**config.mk**
```make
export PLATFORM = sky130hd
export DESIGN_NAME = cvi_stream_rx
export DESIGN_NICKNAME = d
export VERILOG_FILES = /design/src/rtl/cvi_stream_rx.sv
export SDC_FILE = /design/constraint.sdc
export NUM_CORES = 1
export LEC_CHECK = 0
export ABC_AREA = 1
export BUFFER_PORTS_ARGS = -buffer_cell sky130_fd_sc_hd__buf_4
export CAP_MARGIN = 5
export CORE_ASPECT_RATIO = 0.5
export CORE_MARGIN = 1
export CORE_UTILIZATION = 45
export DETAILED_ROUTE_END_ITERATION = 7
export GPL_ROUTABILITY_DRIVEN = 0
export PLACE_DENSITY = 0.7
export SLEW_MARGIN = 40
export SYNTH_ARGS = -nofsm -noshare
export SYNTH_HDL_FRONTEND = slang
export SYNTH_SLANG_ARGS = --single-unit
```
**constraint.sdc**
```tcl
create_clock -name vid_clk_clk -period 7.5 [get_ports vid_clk_clk]
set_clock_uncertainty 0.05 [all_clocks]
set_input_delay 0.375 -clock vid_clk_clk [delete_from_list [all_inputs] [get_ports vid_clk_clk]]
set_output_delay 0.375 -clock vid_clk_clk [all_outputs]
set_load 0.1 [all_outputs]
```
**src/rtl/cvi_stream_rx.sv**
```systemverilog
// Clocked-video receiver: sync-based parallel video in, one Avalon-ST packet per frame out,
// plus per-frame active-resolution measurement and a sticky pixel-drop flag.
module cvi_stream_rx #(
    parameter int DATA_W     = 32,
    parameter int FIFO_DEPTH = 16,
    parameter int CNT_W      = 12
) (
    input  logic              vid_clk_clk,
    input  logic              vid_reset_reset_n,
    input  logic [DATA_W-1:0] vid_data,
    input  logic              vid_datavalid,
    input  logic              vid_h_sync,
    input  logic              vid_v_sync,
    input  logic              vid_f,
    output logic [DATA_W-1:0] src_data,
    output logic              src_valid,
    input  logic              src_ready,
    output logic              src_startofpacket,
    output logic              src_endofpacket,
    output logic [CNT_W-1:0]  frame_width,
    output logic [CNT_W-1:0]  frame_height,
    output logic              frame_field,
    output logic              frame_stat_valid,
    output logic              overflow,
    input  logic              overflow_clr
);

    localparam int AW = $clog2(FIFO_DEPTH);
    localparam logic [AW-1:0] LIM_TWO = AW'(FIFO_DEPTH - 3);
    localparam logic [AW-1:0] LIM_ONE = AW'(FIFO_DEPTH - 2);

    typedef enum logic {WAIT_VS, ACTIVE} state_t;

    state_t             r_state, w_state_next;
    logic [DATA_W-1:0]  r_data;
    logic               r_dv, r_hs, r_vs, r_f, r_hs_d, r_vs_d;
    logic               r_pend_valid, r_pend_sop, r_first;
    logic [DATA_W-1:0]  r_pend_data;
    logic [DATA_W+1:0]  r_mem [FIFO_DEPTH];
    logic [AW-1:0]      r_wr_ptr, r_rd_ptr;
    logic [CNT_W-1:0]   r_lines, r_width;
    logic               r_line_arm, r_field;

    logic               w_capture, w_vs_edge, w_hs_edge, w_capture_active;
    logic [AW-1:0]      w_count;
    logic               w_room1, w_room2, w_empty, w_pop;
    logic               w_push, w_push_eop, w_pend_load, w_pend_clear, w_ovf_set, w_stat_update;
    logic               w_line_inc;
    logic [CNT_W-1:0]   w_lines_next;
    logic [DATA_W+1:0]  w_head;

    always_ff @(posedge vid_clk_clk or negedge vid_reset_reset_n) begin
        if (!vid_reset_reset_n) begin
            r_data <= '0;
            r_dv   <= 1'b0;
            r_hs   <= 1'b0;
            r_vs   <= 1'b0;
            r_f    <= 1'b0;
            r_hs_d <= 1'b0;
            r_vs_d <= 1'b0;
        end else begin
            r_data <= vid_data;
            r_dv   <= vid_datavalid;
            r_hs   <= vid_h_sync;
            r_vs   <= vid_v_sync;
            r_f    <= vid_f;
            r_hs_d <= r_hs;
            r_vs_d <= r_vs;
        end
    end

    assign w_capture        = r_dv & ~r_hs & ~r_vs;
    assign w_vs_edge        = r_vs & ~r_vs_d;
    assign w_hs_edge        = r_hs & ~r_hs_d;
    assign w_capture_active = w_capture & (r_state == ACTIVE);

    // One slot is never filled, so occupancy is simply the pointer difference.
    assign w_count = r_wr_ptr - r_rd_ptr;
    assign w_room2 = (w_count <= LIM_TWO);
    assign w_room1 = (w_count <= LIM_ONE);
    assign w_empty = (w_count == '0);
    assign w_pop   = ~w_empty & src_ready;

    always_ff @(posedge vid_clk_clk or negedge vid_reset_reset_n) begin
        if (!vid_reset_reset_n) r_state <= WAIT_VS;
        else                    r_state <= w_state_next;
    end

    always_comb begin
        w_state_next  = r_state;
        w_push        = 1'b0;
        w_push_eop    = 1'b0;
        w_pend_load   = 1'b0;
        w_pend_clear  = 1'b0;
        w_ovf_set     = 1'b0;
        w_stat_update = 1'b0;
        case (r_state)
            WAIT_VS: begin
                if (w_vs_edge) w_state_next = ACTIVE;
            end
            ACTIVE: begin
                if (w_vs_edge) begin
                    w_stat_update = (r_lines != '0) && (!r_pend_valid || w_room1);
                    if (r_pend_valid) begin
                        w_pend_clear = 1'b1;
                        if (w_room1) begin
                            w_push     = 1'b1;
                            w_push_eop = 1'b1;
                        end else begin
                            w_ovf_set    = 1'b1;
                            w_state_next = WAIT_VS;
                        end
                    end
                end else if (w_capture) begin
                    if (!r_pend_valid) begin
                        w_pend_load = 1'b1;
                    end else if (w_room2) begin
                        w_push      = 1'b1;
                        w_pend_load = 1'b1;
                    end else begin
                        // An unstarted packet is discarded; an open one is closed off.
                        w_pend_clear = 1'b1;
                        w_ovf_set    = 1'b1;
                        w_state_next = WAIT_VS;
                        if (!r_pend_sop && w_room1) begin
                            w_push     = 1'b1;
                            w_push_eop = 1'b1;
                        end
                    end
                end
            end
        endcase
    end

    always_ff @(posedge vid_clk_clk or negedge vid_reset_reset_n) begin
        if (!vid_reset_reset_n) begin
            r_pend_valid <= 1'b0;
            r_pend_sop   <= 1'b0;
            r_pend_data  <= '0;
            r_first      <= 1'b0;
        end else begin
            if (w_pend_load) begin
                r_pend_valid <= 1'b1;
                r_pend_sop   <= r_first;
                r_pend_data  <= r_data;
            end else if (w_pend_clear) begin
                r_pend_valid <= 1'b0;
            end
            if (w_vs_edge)        r_first <= 1'b1;
            else if (w_pend_load) r_first <= 1'b0;
        end
    end

    always_ff @(posedge vid_clk_clk) begin
        if (w_push) r_mem[r_wr_ptr] <= {w_push_eop, r_pend_sop, r_pend_data};
    end

    always_ff @(posedge vid_clk_clk or negedge vid_reset_reset_n) begin
        if (!vid_reset_reset_n) begin
            r_wr_ptr <= '0;
            r_rd_ptr <= '0;
        end else begin
            if (w_push) r_wr_ptr <= r_wr_ptr + AW'(1);
            if (w_pop)  r_rd_ptr <= r_rd_ptr + AW'(1);
        end
    end

    assign w_head            = r_mem[r_rd_ptr];
    assign src_valid         = ~w_empty;
    assign src_data          = src_valid ? w_head[DATA_W-1:0] : '0;
    assign src_startofpacket = src_valid & w_head[DATA_W];
    assign src_endofpacket   = src_valid & w_head[DATA_W+1];

    assign w_line_inc   = w_capture_active & r_line_arm;
    assign w_lines_next = (w_line_inc && r_lines != '1) ? r_lines + CNT_W'(1) : r_lines;

    // Width only grows while the line counter reads one, i.e. in the first active line.
    always_ff @(posedge vid_clk_clk or negedge vid_reset_reset_n) begin
        if (!vid_reset_reset_n) begin
            r_lines    <= '0;
            r_width    <= '0;
            r_line_arm <= 1'b0;
            r_field    <= 1'b0;
        end else if (w_vs_edge) begin
            r_lines    <= '0;
            r_width    <= '0;
            r_line_arm <= 1'b1;
        end else begin
            if (w_hs_edge) r_line_arm <= 1'b1;
            if (w_capture_active) begin
                r_line_arm <= 1'b0;
                r_lines    <= w_lines_next;
                if (w_lines_next == CNT_W'(1) && r_width != '1) r_width <= r_width + CNT_W'(1);
                if (r_lines == '0) r_field <= r_f;
            end
        end
    end

    always_ff @(posedge vid_clk_clk or negedge vid_reset_reset_n) begin
        if (!vid_reset_reset_n) begin
            frame_width      <= '0;
            frame_height     <= '0;
            frame_field      <= 1'b0;
            frame_stat_valid <= 1'b0;
            overflow         <= 1'b0;
        end else begin
            frame_stat_valid <= w_stat_update;
            if (w_stat_update) begin
                frame_width  <= r_width;
                frame_height <= r_lines;
                frame_field  <= r_field;
            end
            if (w_ovf_set)         overflow <= 1'b1;
            else if (overflow_clr) overflow <= 1'b0;
        end
    end

endmodule

```
==> impl_summary.md <==
Cells and area
The library cell used most frequently in the layout, excluding fill and tap cells, is nand2_1. The post-route standard cell area excluding fillers is ~0.031 sq mm. The synthesis-to-layout area growth is 15.9%. The diode insertion count for antenna repair is 0. In the final layout, the share of cells above drive strength 1 is 0.116.

The top cell types in the final layout, fill and taps aside, are nand2_1, edfxtp_1, a21oi_1, dfrtp_1, buf_4. The filler cells instantiated in the layout total ~4,900. The final net count is roughly 2,300.

Floorplanning
For this configuration, the core starts out at a cell density of 0.456. The floorplan has 63 rows. From bottom edge to top edge, the die measures roughly 180 microns. just over 100 I/O pins were placed. From left edge to right edge, the die measures between 300 and 400 microns. The die area is 0.0611 sq mm.

The area inside the core boundary is ~0.059 sq mm.

Global route
The number of antenna violations at the first check in global routing is 2. The first-pass GRT wire length is around 100,000 microns. The number of global-route vias before repair is between 15,000 and 20,000. The maximum number of pins on one net before global-route repair is between 150 and 200. The layer with the highest usage is met2. For this run, global-route usage on met2 was measured as 0.343. Summed over all layers, the global routing overflow is 0. In the global route stage, met1 resource usage came out at 0.307. For this run, the total global-route usage over all layers was measured as 0.215. The global-route track usage on met3 is 0.0357.

Timing
Setup repair after global routing left no endpoint under its margin. The final hold violation count is 0. The final number of setup-violating endpoints is 0. The number of pins exceeding their max-slew limit in the final report is 0. The slew at the pin with the worst max-slew slack is approximately 880 ps.

The final critical path time including I/O delays and setup is about 4400 ps. The headroom to the max-slew limit is 0.412. Setup total negative slack on the finished layout was measured at 0 ps.

Derived from the worst setup path, the maximum achievable clock frequency is 0.227 GHz. The period utilization is 0.588.

Clocking
TritonCTS built the clock tree. The number of levels the H-tree was split into is 2. The clock transition time at the flip-flop clock pins of the worst setup and hold paths is 60 ps. Clock tree synthesis selected as its root buffer the cell clkbuf_16. The clock sink total is a little under 700.

The deepest clock path buffer count is 3. Post-CTS repair changed the size of 0 cells. The number of buffers inserted during clock tree synthesis is 59.

The clock network latency to the later pin of the worst-skew pair is between 600 and 700 ps.

Critical path
The top fanout value on the critical path is between 60 and 70. The critical path depth in cells is 10. On the critical path, the stage with the largest delay is an instance of dfrtp_4. The cell repeated most along the worst path is buf_4. The critical path is of the flip-flop to output pin type.

Data on the critical path is required at its endpoint by roughly 7100 ps. Broken down by cell family, the worst path's largest delay share belongs to buffers and inverters. The type of destination of the critical path is an output pin. Measured in cells, the most critical reg-to-reg path has a length of 12.

The combined buffer and inverter count along the critical path is 3. The category of the worst setup path launch point is a flip-flop. The signal on the critical path passes through inv_6 -> ha_1 -> nand3_1 -> nand2_1 -> xnor2_1 -> nand4_1 -> buf_4 -> o31ai_1 -> nor2_1 -> buf_4. For this run, the slowest stage of the critical path takes ~660 ps. For the worst setup path, the data arrival time is between 3000 and 4000 ps.

The setup check on the worst reg-to-reg path leaves a slack of approximately 3300 ps.

Yosys
The number of nets in the synthesized netlist is 2,238. The post-synthesis cell type count is 38. Yosys printed 0 warnings. Of the synthesized area, sequential elements account for 0.730.

After synthesis, the cell types taking the most area are edfxtp_1, dfrtp_1, nand2_1, a21oi_1, a221oi_1. Synthesis inferred 679 register bits. The synthesized area per cell is between 10 and 15 sq um. The share of flip-flops with an asynchronous set or reset after synthesis is 0.199.

In this run, synthesis inferred around 540 flip-flops with an integrated enable. Synthesis produced a netlist whose cell count is 2,186. After synthesis the cells add up to around 0.027 sq mm. The most used flip-flop cell after synthesis is edfxtp_1. edfxtp_1 takes more of the synthesized area than any other cell.

The area share of the largest cell type after synthesis is 0.605.

Routing
After detailed routing, the average wire length per cell comes to 21.0 microns. The final layout contains routed wiring with a total length of around 66,000 microns. The first detailed-routing pass took 6 iterations. After detailed routing, the number of vias per cell comes to around 5.7.

The detail route stage leaves a number of antenna-violating nets equal to 0. The number of design-rule violations left by the first detailed-router iteration is about 1,900. The number of remaining DRC errors is 0. The detailed-route via count is roughly 18,000.

Placement
Summing all placed instances gives a cell area of 0.0288 sq mm. The number of buffers inserted by port buffering is 101. Detailed placement ended at an HPWL of between 30,000 and 40,000 microns.

Pwr
The total power per unit cell area is approximately 460 mW/mm^2. The static leakage is 11.7 nW. The worst-case IR drop observed on VDD is 0.414 mV.

Hold path
The worst hold path was traced through 3 stages. In this run the worst hold path is classified as input pin to flip-flop.

Job
Max-cap violations in this run came to 0.

Status
The run finished with clean final reports.
[cells in the mapped netlist (11+ instances only)]
library cell    n
nor2_1         91
edfxtp_1      544
a22oi_1        49
o211ai_1       14
a32o_1         14
nand4_1        20
dfrtp_1       135
buf_2          13
clkbuf_1      107
a221oi_1       74
ha_1           11
o31ai_1        20
a21oi_1       268
o21ai_0        30
nand3_1        74
nand2_1       600
inv_1          59
buf_1          12
[per-stage QoR]
step / power, mW / instances / hold slack, ps / setup WS [ps] / utilization
2_1_floorplan: 9.42 / 2186 / 29.4 / 2590 / -
3_3_place_gp: 11.0 / 2993 / 349 / 3050 / 0.483
3_5_place_dp: 11.1 / 3001 / 361 / 2950 / 0.485
4_1_cts: 14.4 / 3150 / 8.86 / 2900 / 0.528
5_1_grt: 15.0 / 3151 / 48.5 / 2920 / 0.528
6_report: 14.4 / 3151 / 39.4 / 3090 / 0.528
[report_power, final]
group | internal, mW | total (mW) | switching (mW)
logic | 1.31 | 5.69 | 4.38
clock network | 1.93 | 3.31 | 1.38
registers | 4.75 | 5.40 | 0.655
total | 7.98 | 14.4 | 6.42
[final timing paths]
kind                                    from              to
min in group asynchronous  vid_reset_reset_n  r_pend_data[2]
max                              r_rd_ptr[1]    src_data[12]
max reg2reg                      r_rd_ptr[0]   r_mem[15][28]
max in group asynchronous  vid_reset_reset_n     r_rd_ptr[2]
min                                src_ready     r_rd_ptr[0]
min reg2reg                             r_vs          r_vs_d
[flip-flops by register name (all words and copies together) (netlist names), 12 cells and up]
signal,flops
frame_height,12
r_lines,12
frame_width,12
r_data,32
r_pend_data,32
r_mem,544
r_width,12
[kinds of logic (layout without fill, tap and decap cells)]
logic type / after synthesis / count (layout) / synth area share
adders and majority gates: 12 / 12 / 0.00584
buffers and inverters: 197 / 350 / 0.0290
and+or+nand+nor: 809 / 809 / 0.121
xor gates and xnor gates: 16 / 16 / 0.00519
DFF: 679 / 679 / 0.730
AOI/OAI and AO/OA: 472 / 472 / 0.108
muxes: 1 / 1 / 0.000417
[worst min-delay path, stage by stage]
cell,delay (ps)
buf_4,110
nand2_1,100
xor2_1,70
[routing by layer]
layer | share of wire | up-vias
met5 | 0.00018 | -
met4 | 0.024 | 2
met3 | 0.079 | 120
met2 | 0.47 | 726
met1 | 0.42 | 8896
li1 | - | 8084
[layout make-up]
class / instances / area, sq um / area share
well taps: 812 / 1020 / 0.0325
multi-input cells: 1310 / 6640 / 0.212
repair buffers: 178 / 1560 / 0.0497
clock inverters: 36 / 523 / 0.0167
inverters: 61 / 246 / 0.00787
clock buffers: 75 / 1600 / 0.0512
flip-flops and latches: 679 / 19700 / 0.630
[what timing repair did]
item                      4_1_cts  5_1_grt
setup buffers                   0        0
hold endpoints to repair      117        0
hold buffers                   38        0
Power figures use the tool's default switching activity.
